--- src/rtl/ysyx_24100006_ifu.sv ---
// Instruction fetch unit.
// Fetches one instruction at a time from instruction memory and holds it
// until the IF/ID register accepts it. At most one memory transaction is
// outstanding. A redirect from a downstream stage overrides everything and
// retargets the fetch PC.
//
// Ports:
//   clk, reset                       - clock, synchronous active-high reset
//   redirect_valid, redirect_pc      - flush request and new fetch target
//   imem_req_valid/ready/addr        - memory request channel (addr == pc_q)
//   imem_resp_valid/data             - memory response channel
//   out_valid, out_ready             - handshake towards the IF/ID register
//   instruction_o, pc_o, pc_add_4_o  - held instruction, its PC and PC+4
module ysyx_24100006_ifu #(
    parameter logic [31:0] RESET_PC = 32'h3000_0000
) (
    input  logic        clk,
    input  logic        reset,
    input  logic        redirect_valid,
    input  logic [31:0] redirect_pc,
    output logic        imem_req_valid,
    input  logic        imem_req_ready,
    output logic [31:0] imem_req_addr,
    input  logic        imem_resp_valid,
    input  logic [31:0] imem_resp_data,
    output logic        out_valid,
    input  logic        out_ready,
    output logic [31:0] instruction_o,
    output logic [31:0] pc_o,
    output logic [31:0] pc_add_4_o
);

    typedef enum logic [1:0] {
        StIdle,
        StReq,
        StWait,
        StHold
    } state_e;

    state_e      state_q, state_d;
    logic [31:0] pc_q, pc_d;
    // Set when the outstanding response belongs to a flushed fetch.
    logic        drop_q, drop_d;
    logic [31:0] instruction_q;
    logic        capture;

    always_ff @(posedge clk) begin
        if (reset) begin
            state_q <= StIdle;
            pc_q    <= RESET_PC;
            drop_q  <= 1'b0;
        end else begin
            state_q <= state_d;
            pc_q    <= pc_d;
            drop_q  <= drop_d;
        end
    end

    // Data register is deliberately left without reset.
    always_ff @(posedge clk) begin
        if (capture) begin
            instruction_q <= imem_resp_data;
        end
    end

    always_comb begin
        state_d = state_q;
        pc_d    = pc_q;
        drop_d  = drop_q;
        capture = 1'b0;

        if (redirect_valid) begin
            pc_d = redirect_pc;
            case (state_q)
                StWait: begin
                    if (imem_resp_valid) begin
                        // Response arriving alongside the redirect is stale.
                        state_d = StReq;
                        drop_d  = 1'b0;
                    end else begin
                        drop_d  = 1'b1;
                    end
                end
                default: state_d = StReq;
            endcase
        end else begin
            case (state_q)
                StIdle: state_d = StReq;
                StReq: begin
                    if (imem_req_ready) begin
                        state_d = StWait;
                    end
                end
                StWait: begin
                    if (imem_resp_valid) begin
                        if (drop_q) begin
                            state_d = StReq;
                            drop_d  = 1'b0;
                        end else begin
                            state_d = StHold;
                            capture = !reset;
                        end
                    end
                end
                StHold: begin
                    if (out_ready) begin
                        state_d = StReq;
                        pc_d    = pc_q + 32'd4;
                    end
                end
                default: state_d = StIdle;
            endcase
        end
    end

    // A redirect in REQ suppresses the request so the address never changes
    // under an asserted valid.
    assign imem_req_valid = (state_q == StReq) && !redirect_valid;
    assign imem_req_addr  = pc_q;
    assign out_valid      = (state_q == StHold);
    assign instruction_o  = instruction_q;
    assign pc_o           = pc_q;
    assign pc_add_4_o     = pc_q + 32'd4;

endmodule

--- config.mk ---
export PLATFORM = sky130hd
export DESIGN_NAME = ysyx_24100006_ifu
export DESIGN_NICKNAME = d
export VERILOG_FILES = /design/src/rtl/ysyx_24100006_ifu.sv
export SDC_FILE = /design/constraint.sdc
export NUM_CORES = 1
export LEC_CHECK = 0
export CAP_MARGIN = 10
export CORE_MARGIN = 2
export CORE_UTILIZATION = 44
export DETAILED_ROUTE_END_ITERATION = 8
export DONT_BUFFER_PORTS = 1
export SYNTH_ARGS = -nofsm -noshare
export SYNTH_HDL_FRONTEND = slang
export SYNTH_SLANG_ARGS = --single-unit
--- constraint.sdc ---
create_clock -name clk -period 7.3 [get_ports clk]
set_input_delay 1.46 -clock clk [delete_from_list [all_inputs] [get_ports clk]]
set_output_delay 1.46 -clock clk [all_outputs]
set_load 0.005 [all_outputs]
After elaboration in Yosys (flattened, before gate mapping)
Index checks and enable logic that the tools add are counted.
Widths: inputs -> output; s select.

word-level totals
  bits in registers = 67
  latch bits = 0
  RAM bits = 0
  memory bits (read-only) = 0
  input bits = 70
  output and inout port bits = 130
  word-level logic and storage cells = 41
  memories kept = 0

cells by class
  add/subtract/negate cells = 1
  $mul = 0
  div/mod/pow operators = 0
  order comparisons = 0
  equality and inequality tests = 6
  shift-type cells = 0
  multiplexer cells = 20
  bitwise logic cells = 0
  reductions and logical operators = 10

operators with widths
  operator               count
  $mux 32                3
  $add 32x3->32 const B  1
  $mux 2                 7
  $mux 1                 9
  $pmux 2 s4             1
  $reduce_bool 2->1      3
  $eq 2x2->1 const B     2
  $reduce_and 2->1       2
  $ne 3x2->1 const B     1
  $ne 3x3->1 const B     1
  $reduce_and 3->1       1
  $eq 2x1->1 const B     1
  $logic_not 1->1        2
  $logic_not 2->1        1
  $ne 2x2->1 const B     1
  $logic_and 1x1->1      1

Depth between registers and ports, before layout
  depth in word-level cells = 5
  mapped depth = 7
  mapped depth without buffers = 6

Worst setup path before layout
OpenSTA, ideal clock, no wires.

  kind = input-to-reg
  from = input port redirect_valid
  to = register instruction_q[0] (netlist: instruction_o[0]) (enable)
  setup time = 0.501 ns
  data arrival time = 5.217 ns
  required time = 6.799 ns
  path slack = 1.581 ns
  cell stages on the path = 4
  buffers on the path = 3
  cells stage by stage = clkbuf_1 clkbuf_1 buf_1 nor4_1

between the ends
  cells in the longest elaborated chain, start to end = 1

ends and longest elaborated chain
  element                 line  RTL
  start: declaration      19    input logic redirect_valid,
  $mux 1                  72    if (redirect_valid) begin
  net capture             45    logic capture;
  end signal: assignment  62    instruction_q <= imem_resp_data;
  end: declaration        44    logic [31:0] instruction_q;

The timed path passes the listed nets, and every way through them passes these cells.
A chain may end at the register's enable or synchronous reset.

Worst setup path after layout
  from = register pc_q[3] (netlist: imem_req_addr[3])
  to = output port pc_add_4_o[24]

between the ends
  cells in the longest elaborated chain, start to end = 1

ends and longest elaborated chain
  element                   line  RTL
  start: declaration        41    logic [31:0] pc_q, pc_d;
  start signal: assignment  54    pc_q <= pc_d;
  $add 32x3->32             123   assign pc_add_4_o = pc_q + 32'd4;
  end: declaration          30    output logic [31:0] pc_add_4_o

Every way passes these cells.

==> impl_metrics.json <==
{
  "status": "finished clean",
  "core_area_um2": 8678,
  "met1_usage_pct": 25.37,
  "grt_pass1_wl_um": 16670,
  "clkTransAtPathRegs_ns": 0.08,
  "avgSynthCellArea_um2": 9.020,
  "route.vias.total": 3130,
  "clock_skew_ns": 0.009268,
  "antenna_found_initial": 0,
  "die_x_um": 98.54,
  "grt_pass1_vias": 3100,
  "grtUsageMet2_pct": 36.58,
  "h-tree-depth": 3,
  "holdBufCountCts": 0,
  "switching_share_pct": 26.65,
  "setup_viol_count_final": 0,
  "synth_warnings": 0,
  "critPathKind": "reg2out",
  "place.gp.congestion": 0.8247,
  "clock_latency_ns": 0.35,
  "timing.final.hold_violations": 0,
  "synthAdderAreaFrac_pct": 1.591,
  "nets": 459,
  "final_cell_area_um2": 3915,
  "start_util_pct": 45.31,
  "busiest_layer": "met2",
  "ios": 200,
  "p_per_area_nw_per_um2": 205.1,
  "peakVddDrop_uv": 83.32,
  "row_count": 34,
  "min_period_over_period_pct": 56.75,
  "viasPerCell": 6.298,
  "ys.flop_type": "dfxtp_1",
  "power_w": 0.0008029,
  "drt_pass1_iterations": 4,
  "whs_ns": 0.5181,
  "dpl_cell_area_um2": 3714,
  "instances_no_fill": 497,
  "synthMuxAreaShare_pct": 0.7636,
  "path_max_fanout": 11,
  "drc": 0,
  "ys_seq_elements": 67,
  "grt_usage_pct": 21.56,
  "cts_setup_buffers": 0,
  "max_freq_mhz": 241.4,
  "wl_per_cell_um": 21.40,
  "ctsResizeCount": 0,
  "synth-xor-area-share_pct": 8.018,
  "drv_slew": 0,
  "grt_max_degree": 45,
  "met3_usage_pct": 7.234,
  "clock_sinks": 67,
  "p_sw_w": 0.0002139,
  "layout-drive-gt1-share_pct": 6.941,
  "layout_min_cycle_time_ns": 4.143,
  "total_leakage_power_nw": 1.291,
  "dp.cells": 481,
  "syn_to_final_growth_pct": -0.4456,
  "grt-ovfl-total": 0,
  "p_seq_share_pct": 54.4,
  "yosys.area_share.simple_pct": 23.45,
  "cp.required_ns": 5.84,
  "drt_iter0_markers": 148,
  "power_frac_clock_pct": 39.4,
  "worst_slew_pin_slew_ns": 1.004,
  "p_comb_share_pct": 6.2,
  "ant_nets": 0,
  "end_kind": "output pin",
  "cts_tree": "done",
  "synthCells": 436,
  "synth_cell_types": 57,
  "ys_seq_area_share_pct": 42.25,
  "clockRootBuffer": "clkbuf_8",
  "fin_setup_tns_ns": 0,
  "synth-compound-area-share_pct": 12.60,
  "drv_cap": 0,
  "slew_headroom_pct": 32.90,
  "die_area_um2": 9710,
  "synth_edf_count": 32,
  "die_h_um": 98.54,
  "critPathArrivalTime_ns": 2.68,
  "cp-start-kind": "flip-flop",
  "rsz0062_at_grt": "no",
  "io_buffers": 0,
  "internal-power_w": 0.0005889,
  "wirelength_um": 10640,
  "netlist_area_um2": 3933,
  "synth_top_family_by_area": "simple AND/OR/NAND/NOR gates",
  "clockBufferDepth": 2,
  "antenna_cells": 0,
  "syn_nets": 511,
  "hpwl_um": 7526,
  "async_flop_share_pct": 0,
  "hold_class": "reg2reg",
  "cts_made_buffers": 9
}
critical path: stages (launching register included):
cell	delay [ns]
dfxtp_1	0.44
ha_1	0.25
nand3_1	0.40
or3_1	0.68
nor4_2	0.35
xor2_1	0.21
through the flow:
stage               worst slack (ns)  util [%]
floorplan                      1.581         -
global placement               3.571     42.79
detailed placement             3.508     42.79
CTS                            3.134     45.11
global route                   2.949     45.11
finish                         3.157     45.11
state kept, by name (all words and copies together) (netlist names):
signal and count:
drop_q 1, instruction_o 32, imem_req_addr 32, state_q 2
cell type report:
type | instances | area, um^2
clock buffers | 9 | 123.9
clock inverters | 7 | 77.57
fillers | 856 | 4763
inverters | 13 | 48.80
multi-input cells | 289 | 1838
flip-flops and latches | 67 | 1662
well taps | 108 | 135.1
repair buffers | 4 | 30.03
path summary, 6_finish.rpt:
path,from,to,slack (ns),cells after the start
setup / recovery,imem_req_addr[3]$_SDFFE_PP0P_,pc_add_4_o[24],3.16,5
hold / removal,state_q[1]$_SDFFE_PP0P_,state_q[1]$_SDFFE_PP0P_,0.52,2
setup reg to reg,imem_req_addr[3]$_SDFFE_PP0P_,imem_req_addr[26]$_SDFFE_PP0P_,4.76,5
hold reg to reg,state_q[1]$_SDFFE_PP0P_,state_q[1]$_SDFFE_PP0P_,0.52,2
Yosys cell counts, types with 3 or more instances:
library cell	count	share of area, %
a211o_1	3	0.67
a211oi_1	10	1.9
a21oi_1	18	2.3
a311oi_1	5	1.1
and3_1	9	1.4
and4_1	4	0.89
buf_2	12	1.5
buf_4	34	6.5
clkbuf_1	17	1.6
dfxtp_1	35	18
edfxtp_1	32	24
ha_1	5	1.6
inv_1	12	1.1
mux2i_1	3	0.76
nand2_1	38	3.6
nand2b_1	5	0.80
nand3_1	13	1.7
nand4_1	16	2.5
nor2_1	32	3.1
nor2b_1	4	0.64
nor3_1	23	2.9
nor4_1	10	1.6
o211ai_1	3	0.57
o21ai_0	7	0.89
o221ai_1	4	0.89
o31ai_1	3	0.57
or2_2	3	0.48
or3_1	3	0.48
or4_1	4	0.76
xnor2_1	23	5.1
xor2_1	13	2.9
power groups by stage:
stage                     clock [W]  sequential, W  combinational (W)
final                      0.000316       0.000437          0.0000497
after global routing       0.000340       0.000440          0.0000566
after CTS                  0.000325       0.000437          0.0000503
after detailed placement          0       0.000446          0.0000500
after global placement            0       0.000445          0.0000488
after floorplan                   0       0.000429          0.0000712
layout by cell type (no fill, tap or decap), types with 2 or more instances in the layout:
cell type / count
a211o_1: 3
a211oi_1: 10
a21oi_1: 18
a311oi_1: 5
a31oi_1: 2
and2_1: 2
and3_1: 9
and4_1: 4
buf_4: 4
clkbuf_8: 9
clkinv_1: 2
clkinv_4: 4
dfxtp_1: 35
edfxtp_1: 32
ha_1: 5
inv_1: 12
mux2i_1: 3
nand2_1: 38
nand2b_1: 5
nand3_1: 13
nand4_1: 16
nor2_1: 32
nor2b_1: 4
nor3_1: 23
nor4_1: 9
nor4_2: 2
o211ai_1: 3
o21a_1: 2
o21ai_0: 7
o221ai_1: 4
o311a_1: 2
o31a_1: 2
o31ai_1: 3
or2_2: 3
or3_1: 3
or4_1: 4
xnor2_1: 23
xor2_1: 13
cells by family after synthesis:
logic type | count (synthesis)
simple gates | 175
buf+inv | 80
compound gates | 70
flops | 67
xor+xnor | 36
fa+ha+maj | 5
mux | 3
layer usage:
metal | wire length, um | vias up
met5 | 0 | -
met4 | 183 | 0
met3 | 922 | 15
met2 | 5253 | 143
met1 | 4278 | 1533
li1 | - | 1439
Note: power is estimated with default switching activity, not from simulation.
